==> src/rtl/seg_pkg.sv <==
// Shared constants and state type for the 7-segment scan controller.
// Holds the FSM state encoding, nibble width and anode-off level.
package seg_pkg;

    localparam logic ST_BLANK = 1'b0;
    localparam logic ST_SHOW  = 1'b1;

    localparam int NIB_W = 4;

    localparam logic AN_OFF = 1'b1;

    typedef enum logic {
        S_BLANK = ST_BLANK,
        S_SHOW  = ST_SHOW
    } state_t;

endpackage

==> src/rtl/seg_scan_ctrl_if.sv <==
// Frame-load and display-drive bundle of the scan controller.
// master: frame source side; slave: the scan controller.
interface seg_scan_ctrl_if #(
    parameter int NUM_DIGITS = 4
);
    import seg_pkg::*;

    localparam int IW = $clog2(NUM_DIGITS);

    logic                        load;
    logic [NIB_W*NUM_DIGITS-1:0] digits_in;
    logic [NUM_DIGITS-1:0]       digit_en;
    logic [NIB_W-1:0]            digit_val;
    logic [NUM_DIGITS-1:0]       an;
    logic [IW-1:0]               scan_idx;
    logic                        update_ack;

    modport master (
        output load, digits_in, digit_en,
        input  digit_val, an, scan_idx, update_ack
    );

    modport slave (
        input  load, digits_in, digit_en,
        output digit_val, an, scan_idx, update_ack
    );

endinterface

==> src/rtl/seg_scan_timer.sv <==
// Terminal-count phase timer, restarted from zero after each terminal count.
// Ports: clk, rst (async high), last (final count of phase), tc (terminal).
module seg_scan_timer #(
    parameter int CW = 2
) (
    input  logic          clk,
    input  logic          rst,
    input  logic [CW-1:0] last,
    output logic          tc
);

    logic [CW-1:0] cnt_q;

    assign tc = (cnt_q == last);

    always_ff @(posedge clk or posedge rst) begin
        if (rst) begin
            cnt_q <= '0;
        end else if (tc) begin
            cnt_q <= '0;
        end else begin
            cnt_q <= cnt_q + 1'b1;
        end
    end

endmodule

==> src/rtl/seg_scan_ctrl.sv <==
// Multiplexed common-anode 7-seg scan controller, double-buffered frame.
// Ports: clk, reset (async high), bus (seg_scan_ctrl_if.slave).
// Option: SEG_SCAN_LEADING_ZERO_BLANK_EN darkens leading-zero digits.
module seg_scan_ctrl
    import seg_pkg::*;
#(
    parameter int NUM_DIGITS   = 4,
    parameter int ON_CYCLES    = 100000,
    parameter int BLANK_CYCLES = 1000
) (
    input  logic           clk,
    input  logic           reset,
    seg_scan_ctrl_if.slave bus
);

    localparam int IW   = $clog2(NUM_DIGITS);
    localparam int FW   = NIB_W * NUM_DIGITS;
    localparam int MAXC = (ON_CYCLES > BLANK_CYCLES) ?
                          ON_CYCLES : BLANK_CYCLES;
    localparam int CW   = (MAXC > 1) ? $clog2(MAXC) : 1;

    localparam logic [CW-1:0] ON_LAST = CW'(ON_CYCLES - 1);
    localparam logic [CW-1:0] BL_LAST = CW'(BLANK_CYCLES - 1);
    localparam logic [IW-1:0] IDX_LAST = IW'(NUM_DIGITS - 1);

    state_t                state_q, state_d;
    logic [IW-1:0]         idx_q, idx_d;
    logic [FW-1:0]         act_q, act_d;
    logic [FW-1:0]         pend_q, pend_d;
    logic                  pv_q, pv_d;
    logic [NIB_W-1:0]      dv_q, dv_d;
    logic [NUM_DIGITS-1:0] an_q, an_d;
    logic                  ack_q, ack_d;

    logic                  tc;
    logic                  frame_end;
    logic [NUM_DIGITS-1:0] lz_dark;

    seg_scan_timer #(
        .CW (CW)
    ) u_timer (
        .clk  (clk),
        .rst  (reset),
        .last ((state_q == S_SHOW) ? ON_LAST : BL_LAST),
        .tc   (tc)
    );

    assign frame_end = (state_q == S_SHOW) && tc &&
                       (idx_q == IDX_LAST);

`ifdef SEG_SCAN_LEADING_ZERO_BLANK_EN
    // Scan down from the top digit; everything above the first
    // nonzero nibble is dark. Digit 0 is never suppressed.
    always_comb begin
        logic seen;
        seen    = 1'b0;
        lz_dark = '0;
        for (int i = NUM_DIGITS - 1; i > 0; i--) begin
            if (act_q[i*NIB_W +: NIB_W] != '0) begin
                seen = 1'b1;
            end
            lz_dark[i] = ~seen;
        end
    end
`else
    assign lz_dark = '0;
`endif

    always_comb begin
        state_d = state_q;
        idx_d   = idx_q;
        act_d   = act_q;
        pend_d  = pend_q;
        pv_d    = pv_q;
        dv_d    = dv_q;
        ack_d   = 1'b0;
        an_d    = {NUM_DIGITS{AN_OFF}};

        unique case (state_q)
            S_BLANK: begin
                if (tc) begin
                    state_d = S_SHOW;
                end
            end
            S_SHOW: begin
                if (tc) begin
                    state_d = S_BLANK;
                    idx_d   = (idx_q == IDX_LAST) ?
                              '0 : idx_q + 1'b1;
                end
            end
        endcase

        // The active frame only swaps at the wrap, so a frame
        // is never torn. A load on that exact cycle wins.
        if (frame_end) begin
            if (bus.load) begin
                act_d  = bus.digits_in;
                pend_d = '0;
                pv_d   = 1'b0;
                ack_d  = 1'b1;
            end else if (pv_q) begin
                act_d = pend_q;
                pv_d  = 1'b0;
                ack_d = 1'b1;
            end
        end else if (bus.load) begin
            pend_d = bus.digits_in;
            pv_d   = 1'b1;
        end

        // New nibble is presented while all anodes are dark.
        if ((state_q == S_SHOW) && (state_d == S_BLANK)) begin
            dv_d = act_d[int'(idx_d)*NIB_W +: NIB_W];
        end

        if ((state_d == S_SHOW) && bus.digit_en[idx_d] &&
            !lz_dark[idx_d]) begin
            an_d[idx_d] = ~AN_OFF;
        end
    end

    always_ff @(posedge clk or posedge reset) begin
        if (reset) begin
            state_q <= S_BLANK;
            idx_q   <= '0;
            act_q   <= '0;
            pend_q  <= '0;
            pv_q    <= 1'b0;
            dv_q    <= '0;
            an_q    <= {NUM_DIGITS{AN_OFF}};
            ack_q   <= 1'b0;
        end else begin
            state_q <= state_d;
            idx_q   <= idx_d;
            act_q   <= act_d;
            pend_q  <= pend_d;
            pv_q    <= pv_d;
            dv_q    <= dv_d;
            an_q    <= an_d;
            ack_q   <= ack_d;
        end
    end

    assign bus.digit_val  = dv_q;
    assign bus.an         = an_q;
    assign bus.scan_idx   = idx_q;
    assign bus.update_ack = ack_q;

endmodule

==> src/flat_wrapper.sv <==
// flat-port wrapper written by rule: the top's interface ports become plain ports
module seg_scan_ctrl_flat import seg_pkg::*;
#(
    parameter int NUM_DIGITS   = 4,
    parameter int ON_CYCLES    = 100000,
    parameter int BLANK_CYCLES = 1000
)
  (clk, reset, bus_load, bus_digits_in, bus_digit_en, bus_digit_val, bus_an, bus_scan_idx, bus_update_ack);
  seg_scan_ctrl_if #(.NUM_DIGITS(NUM_DIGITS)) bus_i ();
  input  logic clk;
  input  logic reset;
  input wire logic [$bits(bus_i.load)-1:0] bus_load;
  input wire logic [$bits(bus_i.digits_in)-1:0] bus_digits_in;
  input wire logic [$bits(bus_i.digit_en)-1:0] bus_digit_en;
  output wire logic [$bits(bus_i.digit_val)-1:0] bus_digit_val;
  output wire logic [$bits(bus_i.an)-1:0] bus_an;
  output wire logic [$bits(bus_i.scan_idx)-1:0] bus_scan_idx;
  output wire logic [$bits(bus_i.update_ack)-1:0] bus_update_ack;
  assign bus_i.load = bus_load;
  assign bus_i.digits_in = bus_digits_in;
  assign bus_i.digit_en = bus_digit_en;
  assign bus_digit_val = bus_i.digit_val;
  assign bus_an = bus_i.an;
  assign bus_scan_idx = bus_i.scan_idx;
  assign bus_update_ack = bus_i.update_ack;
  seg_scan_ctrl #(.NUM_DIGITS(NUM_DIGITS), .ON_CYCLES(ON_CYCLES), .BLANK_CYCLES(BLANK_CYCLES)) u_core (.clk(clk), .reset(reset), .bus(bus_i));
endmodule
==> config.mk <==
export PLATFORM = sky130hd
export DESIGN_NAME = seg_scan_ctrl_flat
export DESIGN_NICKNAME = d
export VERILOG_FILES = /design/src/rtl/seg_pkg.sv /design/src/rtl/seg_scan_ctrl_if.sv /design/src/rtl/seg_scan_timer.sv /design/src/rtl/seg_scan_ctrl.sv /design/src/flat_wrapper.sv
export SDC_FILE = /design/constraint.sdc
export NUM_CORES = 1
export LEC_CHECK = 0
export CORE_ASPECT_RATIO = 2
export CORE_UTILIZATION = 50
export CTS_BUF_LIST = sky130_fd_sc_hd__clkbuf_4 sky130_fd_sc_hd__clkbuf_8
export DETAILED_ROUTE_END_ITERATION = 7
export GPL_TIMING_DRIVEN = 0
export PLACE_DENSITY_LB_ADDON = 0.1
export SLEW_MARGIN = 0
export SYNTH_ARGS = -nofsm -noshare
export SYNTH_HDL_FRONTEND = slang
export SYNTH_SLANG_ARGS = --single-unit
==> constraint.sdc <==
create_clock -name clk -period 5.63 [get_ports clk]
set_input_delay 0.563 -clock clk [delete_from_list [all_inputs] [get_ports clk]]
set_output_delay 0.563 -clock clk [all_outputs]
set_load 0.01 [all_outputs]
==> results.yml <==
finish:
  layout-drive-gt1-share: 0.108
  antennaDiodeCount: 0
  layout.cells.non_filler: 433
  finalNetCount: 390
  area_delta_synth_final_pct: 19.6
sta:
  finalSetupViolCount: 0
  fin_crit_ns: 2.96
  fin_setup_tns_ns: 0
  drv_slew: 0
  relSlewSlack: 0.447
  grt_setup_unrepaired: "false"
  finClkSkew_ns: 0.0109
  period_share: 0.526
  hold_viol_final: 0
  fin_ws_ns: 2.67
  worstMarginPinSlew_ns: 0.828
  fmax_ghz: 0.337
worst_setup_path:
  ff2ff_setup_slack_ns: 2.67
  startpoint_type: "flip-flop"
  r2r_start: "u_core.u_timer.cnt_q[5]$_DFF_PP0_"
  worstPathRequired_ns: 5.85
  critPathCaptureType: "flip-flop"
  critical_path_class: "reg2reg"
  critPathLaunch: "u_core.u_timer.cnt_q[5]$_DFF_PP0_"
  reg2regPathDepth: 7
  crit_arrival_ns: 3.18
  critPathMaxFanout: 10
power:
  cellLeakagePower_nw: 1.50
  switching_share: 0.237
  power_frac_clock: 0.410
  p_sw_mw: 0.209
  ir_drop_v: 0.000145
  power.internal_mw: 0.674
  power_density_nw_per_um2: 239
  p_seq_frac: 0.528
  power.total_mw: 0.884
  combinationalPowerShare: 0.062
hold_path:
  min_from: "u_core.pend_q[12]$_DFFE_PP0P_"
  holdCritPathClass: "reg2reg"
  holdPathStages: 1
placement:
  gp_congestion: 0.867
  dp_worst_setup_slack_ns: 2.62
  io_buffers: 33
  dp_hpwl_mm: 6.30
  dp_cells: 417
global_route:
  grt_pass1_vias: 2720
  gr-usage-met3: 0.0503
  grt_pass1_wl_mm: 13.2
  grt_use_total: 0.277
  grtUsageMet1: 0.278
  met2_usage: 0.471
  antenna_found_initial: 0
  grt-ovfl-total: 0
  grt.busiest_layer: "met2"
  grt_max_degree: 40
die:
  die_area_um2: 6530
  num_rows: 40
  die_w_um: 57.7
  die-height_um: 113
  core_um2: 6010
  num_io_pins: 34
  start_util: 0.516
clock_network:
  cts_setup_buffers: 0
  cts_tree: "done"
  cts_hold_buf: 0
  htreeDepth: 3
  clk_latency_ns: 0.36
  cts_root_buffer: "clkbuf_8"
  ctsResizeCount: 0
  cts_buffer_depth: 2
  cts.sinks: 62
  cts_buffers: 9
  clk_pin_slew_ns: 0.07
status:
  status: "complete, but fails checks"
  violations: "design-rule violations"
route:
  ant_nets: 0
  firstDrtPassIters: 7
  post_drt_wl_per_cell_um: 19.3
  drc: 1
  viasPerCell: 6.15
  wirelength_mm: 8.36
  drt_iter0_markers: 140
  via_count: 2665
synth:
  synth_top_area_frac: 0.468
  ys_seq_area_frac: 0.502
  synth_area_leaders: "dfrtp_1 47%, nand2_1 4.7%, nand3_1 4.7%, nor2_1 3.5%, dfstp_2 3.4%"
  ys_warn_count: 0
  synth_top_flop_cell: "dfrtp_1"
  synth_edf_count: 0
  synthTopCellsByCount: "58 x dfrtp_1, 39 x nand2_1, 29 x nand3_1, 29 x nor2_1, 13 x o21ai_0"
  ys_types: 54
  synth_area_leader_cell: "dfrtp_1"
  yosys.cell_count.top_type: "dfrtp_1"
  synth_area_um2: 3100
  async_flop_share: 1.00
  ys_ff_latch: 62
  synthCells: 320
  avgSynthCellArea_um2: 9.68
  syn-num-nets: 345
flow_run:
  maxCapViolations: 0
-- routing by layer --
layer,part of all wire,wire length [um],up-vias
li1,-,-,1258
met5,0,0,-
met1,0.36,3000,1286
met4,0.068,566,0
met3,0.038,314,39
met2,0.54,4480,82
-- layout by cell type (no fill, tap or decap), drive strengths merged, types with 2 or more instances in the layout --
cell	instances
a211o	4
buf	5
o21ai	15
and3	4
dfstp	4
nor3	10
nand3	30
nor4	2
o32a	4
ha	2
clkbuf	25
o31ai	6
nand4	4
a32o	2
o2bb2ai	12
a221o	4
a21oi	5
clkinv	3
nand2	39
clkdlybuf4s50	33
o221a	2
inv	9
or3	3
nor2	31
or2	3
a22oi	4
xnor2	8
xor2	7
dfrtp	58
a31oi	8
nor2b	8
-- path summary, 6_finish.rpt --
kind	to
hold reg to reg	u_core.pend_q[12]$_DFFE_PP0P_
setup reg to reg	u_core.bus.digit_val[2]$_DFFE_PP0P_
max in group asynchronous	u_core.bus.digit_val[3]$_DFFE_PP0P_
min in group asynchronous	u_core.pend_q[13]$_DFFE_PP0P_
hold / removal	u_core.pend_q[12]$_DFFE_PP0P_
setup / recovery	u_core.bus.digit_val[2]$_DFFE_PP0P_
-- per-stage QoR --
step / util / cell area [um^2] / hold slack (ns)
floorplan: - / 3100 / 0.450
global placement: 0.584 / 3510 / 0.467
detailed placement: 0.587 / 3530 / 0.474
CTS: 0.617 / 3700 / 0.493
global route: 0.617 / 3700 / 0.499
finish: 0.617 / 3700 / 0.489
-- worst max-delay path, cell delays in order, from the launching register on --
cell	delay (ns)
dfrtp_1	0.44
or4b_4	0.59
or2_1	0.27
buf_2	0.20
nor2_2	0.33
mux2_2	0.44
a221oi_1	0.42
a31oi_1	0.15
-- cells by family (layout without fill, tap and decap cells) --
logic type	after synthesis	in the layout	synth area share
buffers and inverters	25	75	0.0347
adders and majority gates	2	2	0.00808
muxes	1	1	0.00363
AOI/OAI and AO/OA	78	78	0.193
and+or+nand+nor	137	137	0.216
DFF	62	62	0.502
xor gates and xnor gates	15	15	0.0424
-- final cells by class --
| cell class | instances | area, um^2 |
|---|---|---|
| plain buffers | 15 | 70.1 |
| flip-flops and latches | 62 | 1560 |
| well taps | 63 | 78.8 |
| inverters | 10 | 37.5 |
| fillers | 539 | 2300 |
| repair buffers | 34 | 350 |
| multi-input cells | 233 | 1430 |
| clock inverters | 2 | 10.0 |
| clock buffers | 14 | 168 |
-- power by group through the flow --
stage          sequential [mW]  combinational (mW)  clock, mW
2_1_floorplan            0.471              0.0268          0
3_3_place_gp             0.474              0.0531          0
5_1_grt                  0.467              0.0619      0.386
6_report                 0.466              0.0551      0.362
4_1_cts                  0.466              0.0561      0.367
3_5_place_dp             0.474              0.0556          0
-- registers in the layout, indices dropped and copies added (netlist names) --
signal                 flops
u_core.bus.digit_val       4
u_core.bus.scan_idx        2
u_core.bus.update_ack      1
u_core.act_q              16
u_core.bus.an              4
u_core.state_q             1
u_core.pend_q             16
u_core.pv_q                1
u_core.u_timer.cnt_q      17
Power figures use the tool's default switching activity.
